===== config.mk =====
export PLATFORM = sky130hd
export DESIGN_NAME = mem_arbiter
export DESIGN_NICKNAME = d
export VERILOG_FILES = /design/src/rtl/mem_arbiter.sv
export SDC_FILE = /design/constraint.sdc
export NUM_CORES = 1
export LEC_CHECK = 0
export CAP_MARGIN = 20
export CORE_MARGIN = 4
export CORE_UTILIZATION = 44
export CTS_BUF_LIST = sky130_fd_sc_hd__clkbuf_4
export DETAILED_ROUTE_END_ITERATION = 16
export PLACE_DENSITY = 0.88
export SLEW_MARGIN = 0
export SYNTH_ARGS = -nofsm -noshare
export SYNTH_HDL_FRONTEND = slang
export SYNTH_SLANG_ARGS = --single-unit
export TNS_END_PERCENT = 30

===== constraint.sdc =====
create_clock -name I_clk -period 2 [get_ports I_clk]
set_input_delay 0.2 -clock I_clk [delete_from_list [all_inputs] [get_ports I_clk]]
set_output_delay 0.2 -clock I_clk [all_outputs]
set_load 0.005 [all_outputs]

===== src/rtl/mem_arbiter.sv =====
// mem_arbiter: round-robin sharing of one memory controller between instruction fetch and data memory
// One transaction in flight at a time; request fields are captured at grant, and a watchdog ends stalled waits.
module mem_arbiter #(
    parameter int ADDR_W  = 16,
    parameter int DATA_W  = 16,
    parameter int TIMEOUT = 255
) (
    input  logic              I_clk,
    input  logic              I_rst_n,
    input  logic              IF_req,
    input  logic [ADDR_W-1:0] IF_addr,
    output logic [DATA_W-1:0] IF_data,
    output logic              IF_done,
    input  logic              DM_req,
    input  logic              DM_write,
    input  logic [ADDR_W-1:0] DM_addr,
    input  logic [DATA_W-1:0] DM_wdata,
    output logic [DATA_W-1:0] DM_rdata,
    output logic              DM_done,
    output logic              O_err,
    output logic              O_busy,
    input  logic              MC_ready,
    input  logic [DATA_W-1:0] MC_data_in,
    input  logic              MC_data_ready,
    output logic              MC_exec,
    output logic              MC_write,
    output logic [ADDR_W-1:0] MC_addr,
    output logic [DATA_W-1:0] MC_data_out
);
    typedef enum logic [1:0] {IDLE, ISSUE, WAIT_RD, WAIT_WR} state_t;
    localparam int CW = TIMEOUT > 1 ? $clog2(TIMEOUT + 1) : 1;
    state_t        state;
    logic          gnt_if;
    logic [CW-1:0] cnt;
    logic          if_elig, dm_elig, pick_if, complete, timeout_hit;
    // A port whose done is still visible is skipped so its held request is not re-granted.
    assign if_elig     = IF_req && !IF_done;
    assign dm_elig     = DM_req && !DM_done;
    assign pick_if     = if_elig && (!dm_elig || !gnt_if);
    assign complete    = state == WAIT_RD ? MC_data_ready : MC_ready;
    assign timeout_hit = (TIMEOUT != 0) && (cnt == CW'(TIMEOUT - 1));
    assign O_busy      = state != IDLE;
    always_ff @(posedge I_clk or negedge I_rst_n) begin
        if (!I_rst_n) begin
            state       <= IDLE;
            gnt_if      <= 1'b1;
            cnt         <= '0;
            IF_data     <= '0;
            IF_done     <= 1'b0;
            DM_rdata    <= '0;
            DM_done     <= 1'b0;
            O_err       <= 1'b0;
            MC_exec     <= 1'b0;
            MC_write    <= 1'b0;
            MC_addr     <= '0;
            MC_data_out <= '0;
        end else begin
            MC_exec <= 1'b0;
            IF_done <= 1'b0;
            DM_done <= 1'b0;
            O_err   <= 1'b0;
            case (state)
                IDLE: if ((if_elig || dm_elig) && MC_ready) begin
                    gnt_if      <= pick_if;
                    MC_addr     <= pick_if ? IF_addr : DM_addr;
                    MC_write    <= !pick_if && DM_write;
                    MC_data_out <= pick_if ? MC_data_out : DM_wdata;
                    MC_exec     <= 1'b1;
                    state       <= ISSUE;
                end
                ISSUE: begin
                    cnt   <= '0;
                    state <= MC_write ? WAIT_WR : WAIT_RD;
                end
                WAIT_RD, WAIT_WR: if (complete) begin
                    if (state == WAIT_RD && gnt_if) IF_data <= MC_data_in;
                    if (state == WAIT_RD && !gnt_if) DM_rdata <= MC_data_in;
                    IF_done <= gnt_if;
                    DM_done <= !gnt_if;
                    state   <= IDLE;
                end else if (timeout_hit) begin
                    IF_done <= gnt_if;
                    DM_done <= !gnt_if;
                    O_err   <= 1'b1;
                    state   <= IDLE;
                end else begin
                    cnt <= cnt + 1'b1;
                end
                default: state <= IDLE;
            endcase
        end
    end
endmodule


Yosys cells after proc, flatten, opt, wreduce, memory -nomap -nowiden
Index checks and enable logic that the tools add are counted.
- output and inout port bits: 70
- bits in registers: 80
- input bits: 71
- logic and storage cells: 67
- add/sub/neg operators: 1
- reduce and logical (&&, ||, !) cells: 24
- muxes and demuxes: 21
- bitwise gates (word level): 1
- equal/unequal tests: 8
- operator list (operator ; number):
    16-bit 2-to-1 mux ; 1
    8-bit 2-to-1 mux ; 2
    8-bit one-hot mux with 2 select lines ; 1
    1-bit 2-to-1 mux ; 13
    3-bit AND reduction ; 4
    8-bit by 1-bit adder with 8-bit output, second input constant ; 1
    8-bit equality test, second input constant ; 1
    1-bit logical AND ; 7
    2-bit 2-to-1 mux ; 3
    2-bit != test, second input constant ; 3
    2-bit one-hot mux with 3 select lines ; 1
    1-bit zero test ; 5
    2-bit equality test, second input constant ; 2
    2-bit AND reduction ; 2
    2-bit nonzero test ; 2
    3-bit != test, second input constant ; 1
    2-bit by 1-bit equality test with 1-bit output, second input constant ; 1
    2-bit zero test ; 1
    1-bit logical OR ; 2
    2-bit OR reduction ; 1
    1-bit NOT ; 1

Logic depth before layout (Yosys ltp)
- word-level depth: 7
- depth in mapped cells: 7
- mapped depth without buffers: 6

Worst setup path after synthesis
No wires, ideal clock.
- path type: flip-flop to flip-flop
- start point: register IF_done
- end point: register MC_data_out[10]
- arrival: 1.472 ns
- buffers on the path: 2
- required time: 1.875 ns
- setup slack: 0.402 ns
- library setup time: 0.125 ns
- cell stages (with the launch flop): 7
- period minus slack after synthesis: 1.598 ns
- path through: dfrtp_1 nor2b_2 a21bo_2 buf_4 nand2_4 buf_6 mux2_4
- longest elaborated chain between the ends: 5
- elaborated cells between the ends (all ways): 7
- those cells by class: bitwise (1); reduce/logical (6)
- RTL lines (item ; RTL line ; source):
    from (decl) ; 13 ; output logic IF_done,
    from (signal assigned) ; 78 ; IF_done <= gnt_if;
    from (signal assigned) ; 82 ; IF_done <= gnt_if;
    1-bit zero test * ; 37 ; assign if_elig = IF_req && !IF_done;
    1-bit logical AND * ; 37 ;
    1-bit logical OR / 1-bit logical AND (equally long branches) ; 63, 39 ;
    1-bit logical AND / 1-bit NOT (equally long branches) ; n/a ;
    3-bit AND reduction (no line) * ; n/a ;
    to (signal assigned) ; 67 ; MC_data_out <= pick_if ? MC_data_out : DM_wdata;
    to (decl) ; 28 ; output logic [DATA_W-1:0] MC_data_out
Mark *: on every way between the ends. The rest lies on a longest branch, timed or not.
A chain may end at the register's enable or synchronous reset.

Worst setup path after layout
- start point: register state[0]
- end point: output port O_busy
- longest elaborated chain between the ends: 1
- RTL lines (item ; RTL line ; source):
    from (decl) ; 32 ; state_t state;
    from (signal assigned) ; 73 ; state <= MC_write ? WAIT_WR : WAIT_RD;
    2-bit nonzero test ; 42 ; assign O_busy = state != IDLE;
    to (decl) ; 21 ; output logic O_busy,
No other way between the ends.

==> flow_summary.toml <==
[final_layout]
most-common-layout-cells = "139 x clkdlybuf4s50_1, 79 x dfrtp_1, 30 x mux2_2"
seq_area_um2 = 2000
nNetsFinal = 476
fin_cells = 507
final_common_cell = "clkdlybuf4s50_1"
multi_input_area_um2 = 1320
fillers = 540
drive_above_1_share_pct = 18.1
fin_area_um2 = 5070
area_growth_syn_to_layout_pct = 48.4
antenna_cells = 0

[synth]
ys_seq_elements = 80
synthDistinctLibCells = 49
ys.flop_type = "dfrtp_1"
synth_edf_count = 0
postSynth.asyncResetShare_pct = 100
yosys_warnings = 0
seq_area_frac_synth_pct = 58.7
synth_nets = 327
syn-cell-area_um2 = 3410
synth.avg_cell_area_um2 = 13.4
synthCells = 254

[placement]
place_inst = 490
dp_slack_ps = 145
portBuffers = 140
place_hpwl_um = 6360
gp_congestion = 0.861
dpl_cell_area_um2 = 4930

[worst_setup_path]
critPathSlowestCell = "dfrtp_1"
path_buf_inv = 2
end_kind = "primary output"
cp_slowest_stage_delay_ps = 520
worstSetupStartpoint = "state[0]$_DFFE_PN0P_"
critPathRequiredTime_ps = 1800
crit_family = "buffers and inverters"
cp_data_arrival_time_ps = 1570
crit_chain = "nor2_2, inv_1, clkdlybuf4s50_1"
reg2reg_from = "state[0]$_DFFE_PN0P_"
setup.worst_path.start_class = "flop"
critical_path_peak_fanout = 6
rrSetupSlack_ps = 290
path_class = "reg2out"

[clock_tree]
clock-sinks = 80
clockRootBuffer = "clkbuf_4"
clockBufferDepth = 2
cts_resized = 0
clkLatencyLatePin_ps = 430
cts_max_level = 3
cts.clk_slew.worst_paths_ps = 150
cts_tree = "done"
cts_inserted_buffers = 9

[timing]
finalSetupTns_ps = 0
fin_ws_ps = 234
rsz0062_at_grt = "no"
relSlewSlack_pct = 62.1
hold_violations = 0
layout_min_cycle_time_ps = 1770
tightest_slew_ps = 567
maxSlewViolCount = 0
clock.fmax_mhz = 566
skew_ps = 21.2
fin_crit_sh_pct = 88.3
setup_viol = 0

[global_route]
grtUsageMet1_pct = 22.9
grt_pass1_wl_um = 12700
gr-total-overflow = 0
grt_pass1_vias = 2564
grt_usage_pct = 18.1
use_met3_pct = 5.39
antenna_found_initial = 0
top_usage_layer = "met2"
gr-usage-met2_pct = 29.4
grt_max_degree = 35

[power]
power_frac_seq_pct = 41.5
p_comb_share_pct = 45.5
pwr-share-clk_pct = 13.1
switching_power_mw = 2.13
p_per_area_nw_per_um2 = 1340
sw_frac_of_total_pct = 31.3
peakVddDrop_v = 0.000650
internal-power_mw = 4.66
p_leak_nw = 2.25

[detailed_routing]
remaining_drc_errors = 0
via_per_inst = 4.97
wirelength_um = 8140
wire_per_inst_um = 16.1
drtIter0Drc = 118
dr.pass1.iters = 4
num_vias = 2522
drtAntennaViolNets = 0

[floorplanning]
num_rows = 31
start_util_pct = 46.1
ios = 141
fp.dieW_um = 96.1
core_um2 = 7410
die_area_um2 = 9230
fp.dieH_um = 96.1

[hold_path]
hp-class = "in2async"

[run_status]
status = "complete, no violations"

[flow_run]
maxCapViolations = 0
[worst paths after layout]
path	endpoint	cells after the start
max	O_busy	3
min	IF_data[0]$_DFFE_PN0P_	2
max reg2reg	IF_data[10]$_DFFE_PN0P_	3
min reg2reg	MC_addr[8]$_DFFE_PN0P_	2
max in group asynchronous	gnt_if$_DFFE_PN1P_	3
min in group I_clk	MC_write$_DFFE_PN0P_	3
[through the flow]
stage	total power [mW]	utilization [%]	hold slack [ps]
2_1_floorplan	4.10	-	-95.6
3_3_place_gp	5.86	66.5	129
3_5_place_dp	5.98	66.5	128
4_1_cts	6.88	68.4	185
5_1_grt	7.28	68.4	205
6_report	6.79	68.4	192
[cell usage after synthesis, drive strengths merged (2+ instances only)]
master	count	area [um2]
clkbuf	4	15.0
nor2	2	10.0
nor2b	3	21.3
ha	2	25.0
nand3	4	20.0
mux2i	17	170
a21o	2	15.0
mux2	49	582
o21ai	18	90.1
nor3	2	10.0
a31oi	2	12.5
nor3b	2	26.3
dfrtp	79	1980
nand2b	2	12.5
a21oi	4	20.0
a22o	2	17.5
inv	7	26.3
and3	2	17.5
nand2	23	93.8
or2	3	21.3
nand4	3	25.0
buf	6	47.5
o211ai	3	27.5
xnor2	2	17.5
[layout make-up]
cell class	count	share of cell area, %
Tap cell	99	2.45
Clock inverter	7	1.23
Multi-Input combinational cell	157	26.1
Sequential cell	80	39.5
Inverter	7	0.519
Clock buffer	9	1.33
Timing Repair Buffer	148	28.8
[layer usage]
| layer | vias up | wire [um] | share of wire [%] |
|---|---|---|---|
| met5 | - | 0 | 0 |
| met4 | 0 | 135 | 1.7 |
| met3 | 14 | 803 | 9.9 |
| met2 | 108 | 3870 | 48 |
| met1 | 1192 | 3330 | 41 |
| li1 | 1208 | - | - |
[state kept, by name (all words and copies together), names as in the netlist]
signal / count
MC_write: 1
gnt_if: 1
DM_rdata: 16
cnt: 8
IF_data: 16
O_err: 1
IF_done: 1
state: 2
MC_addr: 16
MC_data_out: 16
DM_done: 1
MC_exec: 1
[repair_timing]
action / in CTS / in global routing
endpoints found under the hold margin: 28 / 0
buffers inserted: 0 / 0
hold buffers: 1 / 0
[power groups by stage]
stage | Combinational (mW) | Sequential [mW] | Clock, mW
after detailed placement | 3.14 | 2.85 | 0
final | 3.09 | 2.82 | 0.887
after CTS | 3.14 | 2.81 | 0.923
after global routing | 3.37 | 2.91 | 0.991
after global placement | 3.04 | 2.81 | 0
after floorplan | 1.27 | 2.83 | 0
[logic make-up after synthesis]
| group | count (synthesis) | share of synthesized area, % |
|---|---|---|
| DFF | 80 | 58.7 |
| muxes | 66 | 22.0 |
| and+or+nand+nor | 49 | 8.21 |
| AOI/OAI and AO/OA | 38 | 7.22 |
| buffers and inverters | 17 | 2.60 |
| xor gates and xnor gates | 2 | 0.513 |
| adders and majority gates | 2 | 0.733 |
Note: power is estimated with default switching activity, not from simulation.
